File: config.mk
export PLATFORM = sky130hd
export DESIGN_NAME = updslow_iq_noise_fifo_packer
export DESIGN_NICKNAME = d
export VERILOG_FILES = /design/src/rtl/updslow_pkg.sv /design/src/rtl/updslow_word_packer.sv /design/src/rtl/updslow_iq_noise_fifo_packer.sv
export SDC_FILE = /design/constraint.sdc
export NUM_CORES = 1
export LEC_CHECK = 0
export ABC_CLOCK_PERIOD_IN_PS = 39600
export CORE_MARGIN = 2
export CORE_UTILIZATION = 35
export CTS_CLUSTER_SIZE = 8
export DETAILED_ROUTE_END_ITERATION = 8
export PLACE_DENSITY = 0.61
export REMOVE_ABC_BUFFERS = 1
export SKIP_CTS_REPAIR_TIMING = 1
export SKIP_LAST_GASP = 1
export SYNTH_ARGS = -nofsm -noshare
export SYNTH_HDL_FRONTEND = slang
export SYNTH_HIERARCHICAL = 1
export SYNTH_SLANG_ARGS = --single-unit
File: constraint.sdc
create_clock -name i_core_clk -period 39.6 [get_ports i_core_clk]
set_input_delay 7.92 -clock i_core_clk [delete_from_list [all_inputs] [get_ports i_core_clk]]
set_output_delay 7.92 -clock i_core_clk [all_outputs]
set_load 0.02 [all_outputs]
File: src/rtl/updslow_pkg.sv
// Shared definitions for the slow-path IQ/noise FIFO writer: state encodings
// and the word/lane geometry agreed with the downstream unpacker.
package updslow_pkg;

  localparam int SAMPLE_W            = 16;  // one I, Q or noise sample
  localparam int WORD_W              = 128; // FIFO word width
  localparam int NOISE_PER_WORD      = 8;   // noise samples per FIFO word
  localparam int IQ_BEATS_PER_WORD   = 2;   // RE-pair beats per FIFO word
  localparam int IQ_SAMPLES_PER_BEAT = 4;   // re0_i, re0_q, re1_i, re1_q

  // One-hot user sequencing states
  typedef enum logic [3:0] {
    ST_IDLE  = 4'b0001,
    ST_RUN   = 4'b0010,
    ST_FLUSH = 4'b0100,
    ST_DONE  = 4'b1000
  } state_t;

endpackage : updslow_pkg

File: src/rtl/updslow_word_packer.sv
// Generic lane packer: inserts one lane per accepted input starting at the
// LSB lane, writes the full word when the top lane arrives, and on request
// writes a partial word with its unfilled lanes zeroed. Write strobe and data
// are registered (one clock after the completing accept or flush).
module updslow_word_packer
  import updslow_pkg::*;
#(
  parameter int LANE_W = 16,
  parameter int LANES  = 8
) (
  input  logic                      i_core_clk,
  input  logic                      rst_n,
  input  logic                      clr,
  input  logic                      in_accept,
  input  logic [LANE_W-1:0]         in_data,
  input  logic                      flush_req,
  input  logic                      fifo_full,
  output logic                      last_lane,
  output logic                      partial,
  output logic                      wen,
  output logic [LANE_W*LANES-1:0]   wdata
);

  localparam int IDX_W = (LANES > 1) ? $clog2(LANES) : 1;

  logic [IDX_W-1:0]          idx_reg;
  logic [LANE_W-1:0]         lane_reg [LANES];
  logic [LANE_W*LANES-1:0]   full_word;
  logic [LANE_W*LANES-1:0]   flush_word;
  logic                      do_complete;
  logic                      do_flush;
  logic                      wen_reg;
  logic [LANE_W*LANES-1:0]   wdata_reg;

  assign last_lane   = (idx_reg == IDX_W'(LANES - 1));
  assign partial     = (idx_reg != '0);
  assign do_complete = in_accept && last_lane;
  // A partial word only leaves when the FIFO can take it
  assign do_flush    = flush_req && partial && !fifo_full;

  genvar gi;
  generate
    for (gi = 0; gi < LANES; gi++) begin : g_lane
      // Completing word: top lane comes straight from the input, the rest from storage
      if (gi == LANES - 1) begin : g_top
        assign full_word[gi*LANE_W +: LANE_W] = in_data;
      end else begin : g_low
        assign full_word[gi*LANE_W +: LANE_W] = lane_reg[gi];
      end
      // Flush word: only lanes below the insert pointer hold data of this user
      assign flush_word[gi*LANE_W +: LANE_W] =
        (IDX_W'(gi) < idx_reg) ? lane_reg[gi] : '0;
    end
  endgenerate

  // Lane storage: the accepted value lands in the slot the insert pointer names
  always_ff @(posedge i_core_clk or negedge rst_n) begin
    if (!rst_n) begin
      for (int i = 0; i < LANES; i++) lane_reg[i] <= '0;
    end else if (clr) begin
      for (int i = 0; i < LANES; i++) lane_reg[i] <= '0;
    end else if (in_accept) begin
      lane_reg[idx_reg] <= in_data;
    end
  end

  // Insert pointer and registered FIFO write port
  always_ff @(posedge i_core_clk or negedge rst_n) begin
    if (!rst_n) begin
      idx_reg   <= '0;
      wen_reg   <= 1'b0;
      wdata_reg <= '0;
    end else begin
      wen_reg <= 1'b0;
      if (clr) begin
        idx_reg <= '0;
      end else if (do_complete) begin
        idx_reg   <= '0;
        wen_reg   <= 1'b1;
        wdata_reg <= full_word;
      end else if (in_accept) begin
        idx_reg <= idx_reg + IDX_W'(1);
      end else if (do_flush) begin
        idx_reg   <= '0;
        wen_reg   <= 1'b1;
        wdata_reg <= flush_word;
      end
    end
  end

  assign wen   = wen_reg;
  assign wdata = wdata_reg;

endmodule : updslow_word_packer

File: src/rtl/updslow_iq_noise_fifo_packer.sv
// Writer side of the slow-path IQ/noise FIFO pair. Packs RE-pair beats
// (two per word) and noise samples (eight per word) into 128-bit words,
// sequences one user at a time and flushes partial words at user end.
module updslow_iq_noise_fifo_packer
  import updslow_pkg::*;
#(
  parameter int SAMPLE_W = updslow_pkg::SAMPLE_W,
  parameter int CNT_W    = 16
) (
  input  logic                i_core_clk,
  input  logic                i_rx_rstn,
  input  logic                i_rx_fsm_rstn,
  input  logic                i_user_start,
  input  logic [CNT_W-1:0]    i_cur_user_re_amounts,
  input  logic [CNT_W-1:0]    i_cur_user_noise_amounts,
  input  logic                i_iq_valid,
  input  logic [SAMPLE_W-1:0] i_re0_data_i,
  input  logic [SAMPLE_W-1:0] i_re0_data_q,
  input  logic [SAMPLE_W-1:0] i_re1_data_i,
  input  logic [SAMPLE_W-1:0] i_re1_data_q,
  output logic                o_iq_ready,
  input  logic                i_noise_valid,
  input  logic [SAMPLE_W-1:0] i_noise_data,
  output logic                o_noise_ready,
  input  logic                i_iq_fifo_full,
  input  logic                i_noise_fifo_full,
  output logic                o_iq_fifo_wen,
  output logic [WORD_W-1:0]   o_iq_fifo_wdata,
  output logic                o_noise_fifo_wen,
  output logic [WORD_W-1:0]   o_noise_fifo_wdata,
  output logic                o_user_done,
  output logic                o_busy
);

  localparam int IQ_LANE_W = IQ_SAMPLES_PER_BEAT * SAMPLE_W;
  localparam logic [CNT_W:0] IQ_STEP = (CNT_W + 1)'(2);
  localparam logic [CNT_W:0] NZ_STEP = (CNT_W + 1)'(1);

  logic                  rst_n;
  state_t                state_reg, state_next;
  logic [CNT_W-1:0]      re_amt_reg, nz_amt_reg;
  logic [CNT_W-1:0]      iq_re_cnt_reg, noise_cnt_reg;
  logic [CNT_W:0]        iq_cnt_inc, nz_cnt_inc;
  logic [CNT_W-1:0]      iq_cnt_next, nz_cnt_next;
  logic                  run;
  logic                  start_accept;
  logic                  iq_done, noise_done;
  logic                  iq_accept, nz_accept;
  logic                  iq_last_lane, iq_partial;
  logic                  nz_last_lane, nz_partial;
  logic                  flush_req;
  logic [IQ_LANE_W-1:0]  iq_beat;

  // Either reset source aborts the user immediately
  assign rst_n = i_rx_rstn & i_rx_fsm_rstn;

  assign run          = (state_reg == ST_RUN);
  assign start_accept = (state_reg == ST_IDLE) && i_user_start;
  assign iq_done      = (iq_re_cnt_reg >= re_amt_reg);
  assign noise_done   = (noise_cnt_reg >= nz_amt_reg);

  // The completing lane is held back while its FIFO is full, so a full flag
  // seen at accept time guarantees room for the write one clock later
  assign o_iq_ready    = run && !iq_done    && !(iq_last_lane && i_iq_fifo_full);
  assign o_noise_ready = run && !noise_done && !(nz_last_lane && i_noise_fifo_full);
  assign iq_accept     = i_iq_valid    && o_iq_ready;
  assign nz_accept     = i_noise_valid && o_noise_ready;

  // RE pair in beat order, re0_i at the LSB
  assign iq_beat = {i_re1_data_q, i_re1_data_i, i_re0_data_q, i_re0_data_i};

  // Counters stop at the user's amount so they can never wrap
  assign iq_cnt_inc  = {1'b0, iq_re_cnt_reg} + IQ_STEP;
  assign nz_cnt_inc  = {1'b0, noise_cnt_reg} + NZ_STEP;
  assign iq_cnt_next = (iq_cnt_inc >= {1'b0, re_amt_reg}) ? re_amt_reg : iq_cnt_inc[CNT_W-1:0];
  assign nz_cnt_next = (nz_cnt_inc >= {1'b0, nz_amt_reg}) ? nz_amt_reg : nz_cnt_inc[CNT_W-1:0];

  // Amounts are captured once per user at start
  always_ff @(posedge i_core_clk or negedge rst_n) begin
    if (!rst_n) begin
      re_amt_reg <= '0;
      nz_amt_reg <= '0;
    end else if (start_accept) begin
      re_amt_reg <= i_cur_user_re_amounts;
      nz_amt_reg <= i_cur_user_noise_amounts;
    end
  end

  // RE and noise progress counters, cleared at user start
  always_ff @(posedge i_core_clk or negedge rst_n) begin
    if (!rst_n) begin
      iq_re_cnt_reg <= '0;
      noise_cnt_reg <= '0;
    end else if (start_accept) begin
      iq_re_cnt_reg <= '0;
      noise_cnt_reg <= '0;
    end else begin
      if (iq_accept) iq_re_cnt_reg <= iq_cnt_next;
      if (nz_accept) noise_cnt_reg <= nz_cnt_next;
    end
  end

  // User sequencing state register
  always_ff @(posedge i_core_clk or negedge rst_n) begin
    if (!rst_n) state_reg <= ST_IDLE;
    else        state_reg <= state_next;
  end

  // Next-state and state-decoded outputs
  always_comb begin
    state_next  = state_reg;
    o_busy      = 1'b0;
    o_user_done = 1'b0;
    flush_req   = 1'b0;
    unique case (state_reg)
      ST_IDLE: begin
        if (i_user_start) state_next = ST_RUN;
      end
      ST_RUN: begin
        o_busy = 1'b1;
        if (iq_done && noise_done) state_next = ST_FLUSH;
      end
      ST_FLUSH: begin
        o_busy    = 1'b1;
        flush_req = 1'b1;
        // Leave once both partial words have been handed to their FIFOs
        if (!iq_partial && !nz_partial) state_next = ST_DONE;
      end
      ST_DONE: begin
        o_user_done = 1'b1;
        state_next  = ST_IDLE;
      end
      default: begin
        state_next = ST_IDLE;
      end
    endcase
  end

  updslow_word_packer #(
    .LANE_W (IQ_LANE_W),
    .LANES  (IQ_BEATS_PER_WORD)
  ) u_iq_packer (
    .i_core_clk (i_core_clk),
    .rst_n      (rst_n),
    .clr        (start_accept),
    .in_accept  (iq_accept),
    .in_data    (iq_beat),
    .flush_req  (flush_req),
    .fifo_full  (i_iq_fifo_full),
    .last_lane  (iq_last_lane),
    .partial    (iq_partial),
    .wen        (o_iq_fifo_wen),
    .wdata      (o_iq_fifo_wdata)
  );

  updslow_word_packer #(
    .LANE_W (SAMPLE_W),
    .LANES  (NOISE_PER_WORD)
  ) u_noise_packer (
    .i_core_clk (i_core_clk),
    .rst_n      (rst_n),
    .clr        (start_accept),
    .in_accept  (nz_accept),
    .in_data    (i_noise_data),
    .flush_req  (flush_req),
    .fifo_full  (i_noise_fifo_full),
    .last_lane  (nz_last_lane),
    .partial    (nz_partial),
    .wen        (o_noise_fifo_wen),
    .wdata      (o_noise_fifo_wdata)
  );

endmodule : updslow_iq_noise_fifo_packer

## Word-level counts from Yosys, hierarchy flattened

Cells that the tools add are included.
Widths: inputs -> output; s select.

| word-level totals | value |
|---|---|
| flip-flop bits (word level) | 586 |
| input bits | 120 |
| output and inout port bits | 262 |
| logic and storage cells | 150 |

| operators by class | value |
|---|---|
| add/sub/neg operators | 4 |
| $lt $le $gt $ge | 18 |
| equal/unequal tests | 10 |
| multiplexer cells | 55 |
| bitwise operators | 4 |
| reductions and logical operators | 38 |

Operator list:

| cell | count |
|---|---|
| $mux 128 | 10 |
| $bwmux 128 | 2 |
| $mux 16 | 15 |
| $mux 64 | 3 |
| $demux 64 s1 | 1 |
| $demux 16 s3 | 1 |
| $ge 17x16->1 | 2 |
| $ge 16x16->1 | 2 |
| $logic_and 1x1->1 | 19 |
| $add 16x1->17 const B | 1 |
| $add 16x2->17 const B | 1 |
| $mux 1 | 15 |
| $lt 3x3->1 const A | 4 |
| $mux 3 | 4 |
| $mux 4 | 3 |
| $pmux 4 s3 | 1 |
| $reduce_and 3->1 | 3 |
| $logic_not 1->1 | 8 |
| $ne 2x2->1 const B | 4 |
| $reduce_bool 2->1 | 4 |
| $reduce_bool 4->1 | 2 |
| $lt 1x3->1 const A | 2 |
| $lt 2x3->1 const A | 2 |
| $eq 4x1->1 const B | 1 |
| 18 further kinds | 19 |

## Logic depth before layout (Yosys ltp)

| logic depth | value |
|---|---|
| depth after elaboration | 8 |
| gate-level depth with buffers | 14 |
| depth with buffers taken out | 12 |

## Hierarchy

The synthesis kept the hierarchy.

By module, submodules not included:

| module | instances | cells an instance | area each (sq um) | sequential area each (sq um) |
|---|---|---|---|---|
| updslow_word_packer (u_noise_packer) | 1 | 1073 | 10413.7 | 6105.9 |
| updslow_word_packer (u_iq_packer) | 1 | 431 | 6980.4 | 4854.7 |
| updslow_iq_noise_fifo_packer | 1 | 593 | 5237.5 | 1702.9 |

## Worst setup path before layout

OpenSTA, ideal clock, no wires.

| path | value |
|---|---|
| kind | input port to output port |
| start point | input i_iq_fifo_full |
| end point | output o_iq_ready |
| data arrival time | 8.258 ns |
| data required time | 31.680 ns |
| setup slack | 23.422 ns |
| stages | 1 |
| buffers on the path | 0 |
| cells stage by stage | a21oi_1 |

| on the way | value |
|---|---|
| cells in the longest elaborated chain, start to end | 3 |

Ends and longest elaborated chain:

| what | RTL line | RTL |
|---|---|---|
| start: declaration | updslow_iq_noise_fifo_packer.sv:25 | `input logic i_iq_fifo_full,` |
| $logic_and 1x1->1 | updslow_iq_noise_fifo_packer.sv:64 | `assign o_iq_ready = run && !iq_done && !(iq_last_lane && i_iq_fifo_full);` |
| $logic_not 1->1 | updslow_iq_noise_fifo_packer.sv:64 |  |
| $logic_and 1x1->1 | updslow_iq_noise_fifo_packer.sv:64 |  |
| end: declaration | updslow_iq_noise_fifo_packer.sv:21 | `output logic o_iq_ready,` |

No other way between the ends.

## Worst setup path in the final report

Same ends and word-level chain as after synthesis.

==> flow_metrics.env <==
export IMPL_finalClockSkew_ns=0.0224
export IMPL_tns_ns=0
export IMPL_fmax_ghz=0.0585
export IMPL_synth_top_area_share=0.558
export IMPL_critPathCaptureType="primary output"
export IMPL_grt_pass1_wl_um=102000
export IMPL_synth_seq_cells=506
export IMPL_tightest_slew_ns=1.24
export IMPL_cp_slowest_stage_delay_ns=0.63
export IMPL_gp_congestion=0.834
export IMPL_cp_data_arrival_time_ns=9.17
export IMPL_ys_seq_area_frac=0.560
export IMPL_drt_total_wl_um=65000
export IMPL_peakVddDrop_mv=0.0370
export IMPL_synthArstFlopShare=1.00
export IMPL_critPathLaunch="i_iq_fifo_full"
export IMPL_dieArea_mm2=0.0667
export IMPL_finish_utilization=0.452
export IMPL_port_buffers=381
export IMPL_grt_pass1_vias=17480
export IMPL_placed_area_mm2=0.0270
export IMPL_holdCritPathClass="reg -> reg"
export IMPL_initial_utilization=0.352
export IMPL_setup_viol=0
export IMPL_rsz0062_at_grt="no"
export IMPL_drive_gt1_frac=0.0604
export IMPL_crit_top_cell="clkdlybuf4s50_1"
export IMPL_final_nets=2630
export IMPL_path_max_fanout=3
export IMPL_firstDrtPassIters=5
export IMPL_cts_root_buf="clkbuf_16"
export IMPL_cts_buffers=73
export IMPL_final_cell_area_mm2=0.0290
export IMPL_r2r_cells=13
export IMPL_io_pins=382
export IMPL_drt_iter0_markers=1067
export IMPL_gr_total_overflow=0
export IMPL_clkSinkCount=506
export IMPL_synth_area_top_cells="dfrtp_1 56%, nand2_1 7.2%, mux2i_1 6.4%"
export IMPL_reg2reg_to="u_noise_packer/wdata[114]"
export IMPL_grt_max_degree=182
export IMPL_die_x_um=258
export IMPL_reg2reg_from="noise_cnt_reg[0]"
export IMPL_status="completed"
export IMPL_track_usage=0.193
export IMPL_syn_area_mm2=0.0226
export IMPL_cp_start_kind="input port"
export IMPL_regToRegSetupSlack_ns=33.42
export IMPL_rows=93
export IMPL_yosysUniqueCellTypes=75
export IMPL_tritoncts="built"
export IMPL_netlist_instances=2097
export IMPL_viasPerCell=5.08
export IMPL_ant_nets=0
export IMPL_power_density_mw_per_mm2=69.7
export IMPL_drc=0
export IMPL_cts_path_max_buffers=3
export IMPL_slowest_stage="clkdlybuf4s50_1"
export IMPL_yosysTopAreaCell="dfrtp_1"
export IMPL_place_inst=3222
export IMPL_dp_hpwl_um=43900
export IMPL_vias=16810
export IMPL_synth_edf_count=0
export IMPL_synth_flop_cell="dfrtp_1"
export IMPL_finalCritPeriodShare=0.432
export IMPL_finalHoldViolations=0
export IMPL_routedWlPerCell_um=19.6
export IMPL_area_growth_pct=28.3
export IMPL_n_fill_cell=5997
export IMPL_relSlewSlack=0.168
export IMPL_max_cap_violations=0
export IMPL_layoutNonFillerInstCount=3310
export IMPL_crit_end="o_iq_ready"
export IMPL_antenna_found_initial=2
export IMPL_die_h_um=258
export IMPL_slew_viol_final=0
export IMPL_clk_latency_ns=0.59
export IMPL_worstSetupPathType="in -> out"
export IMPL_fin_crit_ns=17.09
export IMPL_avgSynthCellArea_um2=10.8
export IMPL_path_cells="clkdlybuf4s50_1, a21oi_1, clkdlybuf4s50_1"
export IMPL_clkTransAtPathRegs_ns=0.05
export IMPL_yosysWarnings=6
export IMPL_core_mm2=0.0642
export IMPL_crit_required_ns=31.68
export IMPL_cts_htree_levels=3
export IMPL_p_leak_nw=13.8
==> layer usage <==
layer  track usage  share of wire  vias up
met4        0.0641          0.026        0
li1              -              -     7808
met2         0.323           0.49      448
met1         0.253           0.43     8453
met3        0.0350          0.047      101
met5             0              0        -
==> worst max-delay path: cells and delay by family <==
family | cells | cell delay, ns
AOI/OAI and AO/OA | 1 | 0.17
buffers and inverters | 2 | 1.08
==> logic make-up after synthesis <==
kind of cell | after synthesis | share of synthesized area
simple gates | 598 | 0.114
flops | 506 | 0.560
compound gates | 388 | 0.118
buf+inv | 285 | 0.0563
mux | 225 | 0.104
fa+ha+maj | 68 | 0.0376
xor+xnor | 27 | 0.0104
==> through the flow <==
step	setup WS, ns	total power, mW	hold WS, ns
after global placement	22.51	1.45	0.469
final	22.51	2.02	0.486
after global routing	22.44	2.14	0.501
after CTS	22.49	2.05	0.488
after detailed placement	22.51	1.47	0.471
after floorplan	15.15	1.15	0.459
==> final cells by class <==
class	count	area [um^2]	area share
diodes	3	7.51	0.000259
clock buffers	81	1930	0.0665
clock inverters	4	71.3	0.00246
inverters	156	592	0.0204
multi-input cells	1306	8720	0.300
flip-flops and latches	506	12700	0.436
well taps	855	1070	0.0368
repair buffers	399	3970	0.137
==> synthesized netlist by cell type (5+ instances only) <==
library cell  count
dfrtp_1         505
nand2_1         435
inv_1           153
mux2i_1         145
a21oi_1         141
a22o_1          128
clkbuf_1         76
ha_1             68
mux2_1           61
o21ai_0          47
nor2_1           37
nand3_1          34
buf_2            24
and3_1           20
buf_6            20
mux2_2           19
xnor2_1          19
nand4_1          15
nand2b_1         10
o22ai_1           9
nor2b_1           8
o211ai_1          8
xor2_1            8
a21o_1            7
a211oi_1          6
and2_1            6
buf_4             6
nor3_1            6
a31oi_1           5
and4_1            5
==> cells in the final DEF (no fill, tap or decap), types with 4 or more instances in the layout <==
master,count
a2111oi_0,4
a211oi_1,6
a21o_1,7
a21oi_1,141
a22o_1,128
a31oi_1,5
and2_1,4
and3_1,20
and4_1,5
buf_4,16
clkbuf_1,4
clkbuf_16,76
clkdlybuf4s50_1,381
dfrtp_1,505
ha_1,68
inv_1,153
mux2_1,61
mux2_2,19
mux2i_1,145
nand2_1,435
nand2b_1,10
nand3_1,34
nand4_1,15
nor2_1,37
nor2b_1,8
nor3_1,6
o211ai_1,8
o21a_1,4
o21ai_0,47
o22ai_1,9
xnor2_1,19
xor2_1,8
==> worst min-delay path by stage <==
stage	end	slack, ns	start	cells past startpoint
floorplan	u_iq_packer/wdata[19]	0.46	u_iq_packer/full_word[19]	1
global placement	u_iq_packer/wdata[50]	0.47	u_iq_packer/full_word[50]	1
detailed placement	u_iq_packer/wdata[59]	0.47	u_iq_packer/full_word[59]	1
CTS	u_iq_packer/wdata[22]	0.49	u_iq_packer/full_word[22]	1
global route	u_iq_packer/wdata[39]	0.50	u_iq_packer/full_word[39]	1
finish	u_iq_packer/wdata[26]	0.49	u_iq_packer/full_word[26]	1
==> report_power, final <==
group          internal [mW]  switching, mW  total (mW)
sequential             0.668         0.0999       0.768
clock                  0.340          0.221       0.561
combinational          0.306          0.389       0.696
total                   1.31          0.710        2.02
Power figures use the tool's default switching activity.
==> RTL edit, RTL diff (same flow settings) <==
Make the reset (`rst_n`) synchronous in 5 clocked blocks.
--- a/src/rtl/updslow_word_packer.sv
+++ b/src/rtl/updslow_word_packer.sv
@@ -55,5 +55,5 @@
 
   // Lane storage: the accepted value lands in the slot the insert pointer names
-  always_ff @(posedge i_core_clk or negedge rst_n) begin
+  always_ff @(posedge i_core_clk) begin
     if (!rst_n) begin
       for (int i = 0; i < LANES; i++) lane_reg[i] <= '0;
@@ -66,5 +66,5 @@
 
   // Insert pointer and registered FIFO write port
-  always_ff @(posedge i_core_clk or negedge rst_n) begin
+  always_ff @(posedge i_core_clk) begin
     if (!rst_n) begin
       idx_reg   <= '0;
--- a/src/rtl/updslow_iq_noise_fifo_packer.sv
+++ b/src/rtl/updslow_iq_noise_fifo_packer.sv
@@ -77,5 +77,5 @@
 
   // Amounts are captured once per user at start
-  always_ff @(posedge i_core_clk or negedge rst_n) begin
+  always_ff @(posedge i_core_clk) begin
     if (!rst_n) begin
       re_amt_reg <= '0;
@@ -88,5 +88,5 @@
 
   // RE and noise progress counters, cleared at user start
-  always_ff @(posedge i_core_clk or negedge rst_n) begin
+  always_ff @(posedge i_core_clk) begin
     if (!rst_n) begin
       iq_re_cnt_reg <= '0;
@@ -102,5 +102,5 @@
 
   // User sequencing state register
-  always_ff @(posedge i_core_clk or negedge rst_n) begin
+  always_ff @(posedge i_core_clk) begin
     if (!rst_n) state_reg <= ST_IDLE;
     else        state_reg <= state_next;
Check against the original RTL: not settled (the Yosys comparison gave no result); the edit may change what the design does.
==> RTL edit against the unedited design <==
  * Critical path depth unchanged
  * Sequential share of layout area down 1.5 points
  * Worst setup slack better by 47 ps
  * Routed wire length down 5.0%
  * Design area down 2.6%
  * Sequential cell count unchanged
  * Area after synthesis down 3.2%
  * Largest cell class unchanged
  * Highest routed layer is now met5
Power is not compared: it rests on default switching activity, and its combinational part moved more than twofold at a synthesized area within 25%.
==> RTL edit: results (changes against the unedited design) <==
- First DRT Iteration DRCs: 869 (-19%)
- Nets: 2,655 (+0.95%)
- Share of cells above drive strength 1: 5.53% (-0.51 points)
- Status: complete, no violations
- Mapped Cells: 2,118 (+1.0%)
- Register area: 0.0119 mm^2 (-6.1%)
- Wl on met1: 26,300 um (-6.2%)
- Final GP Congestion: 0.843 (+1.1%)
- Post-synth cell types: 71 (-5.3%)
- Post-synthesis async set-or-reset flop share: 0% (-100 points)
- Worst Reg-to-Reg Cells: 11 (-2)
- Met2 wire length: 30,100 um (-6.1%)
- M3 GR Usage: 3.54% (+0.040 points)
- Non-clock buffer share of cell area: 14.1% (+0.44 points)
- Post-synth top cells: nand2_1, dfxtp_1, mux2i_1, and2_1, edfxtp_1
- WL final: 61,700 um (-5.0%)
- Via density: 4.92 (-3.1%)
- Nonclk buf count: 405 (+1.5%)
- Worst Tran Pin Value: 1310 ps (+64.1 ps)
- M1 GR Usage: 23.2% (-2.1 points)
- Routed len/inst: 18.4 um (-6.2%)
- XOR/XNOR share of the synthesized area: 1.04% (-0.0052 points)
- Multi-input gates: 1,434 (+9.8%)
- Arrival time at the worst endpoint: 9130 ps (-40 ps)
- Met2 Track Usage GR: 31.1% (-1.2 points)
- Fillers: 5,734 (-4.4%)
- Highest routed metal layer: met5
- # diodes: 1 (-2)
- Clock Skews: 27.0 ps (+4.57 ps)
## RTL edit: final timing paths
check	from	end
hold reg to reg	nz_amt_reg[6]	nz_amt_reg[6]
hold / removal	nz_amt_reg[6]	nz_amt_reg[6]
setup / recovery	i_iq_fifo_full	o_iq_ready
setup reg to reg	nz_amt_reg[11]	u_noise_packer/wdata[30]
## RTL edit: where the power goes
part | total (mW) | switching, mW | internal [mW]
clock | 0.565 | 0.221 | 0.345
combinational | 0.0515 | 0.0326 | 0.0189
sequential | 0.551 | 0.00339 | 0.547
## RTL edit: worst register-to-register path, stage by stage, from the launching register on
cell and delay (ps):
dfxtp_1 380, inv_1 90, ha_1 320, nand2_1 60, o21ai_1 260, a41oi_1 140
o31ai_4 620, nor2_8 190, a31oi_1 500, a211o_4 870, buf_4 1100, mux2i_1 340
## RTL edit: cells by family after synthesis
kind of cell,Yosys count
flops,506
fa+ha+maj,68
simple gates,861
mux,212
xor+xnor,26
compound gates,267
buf+inv,178
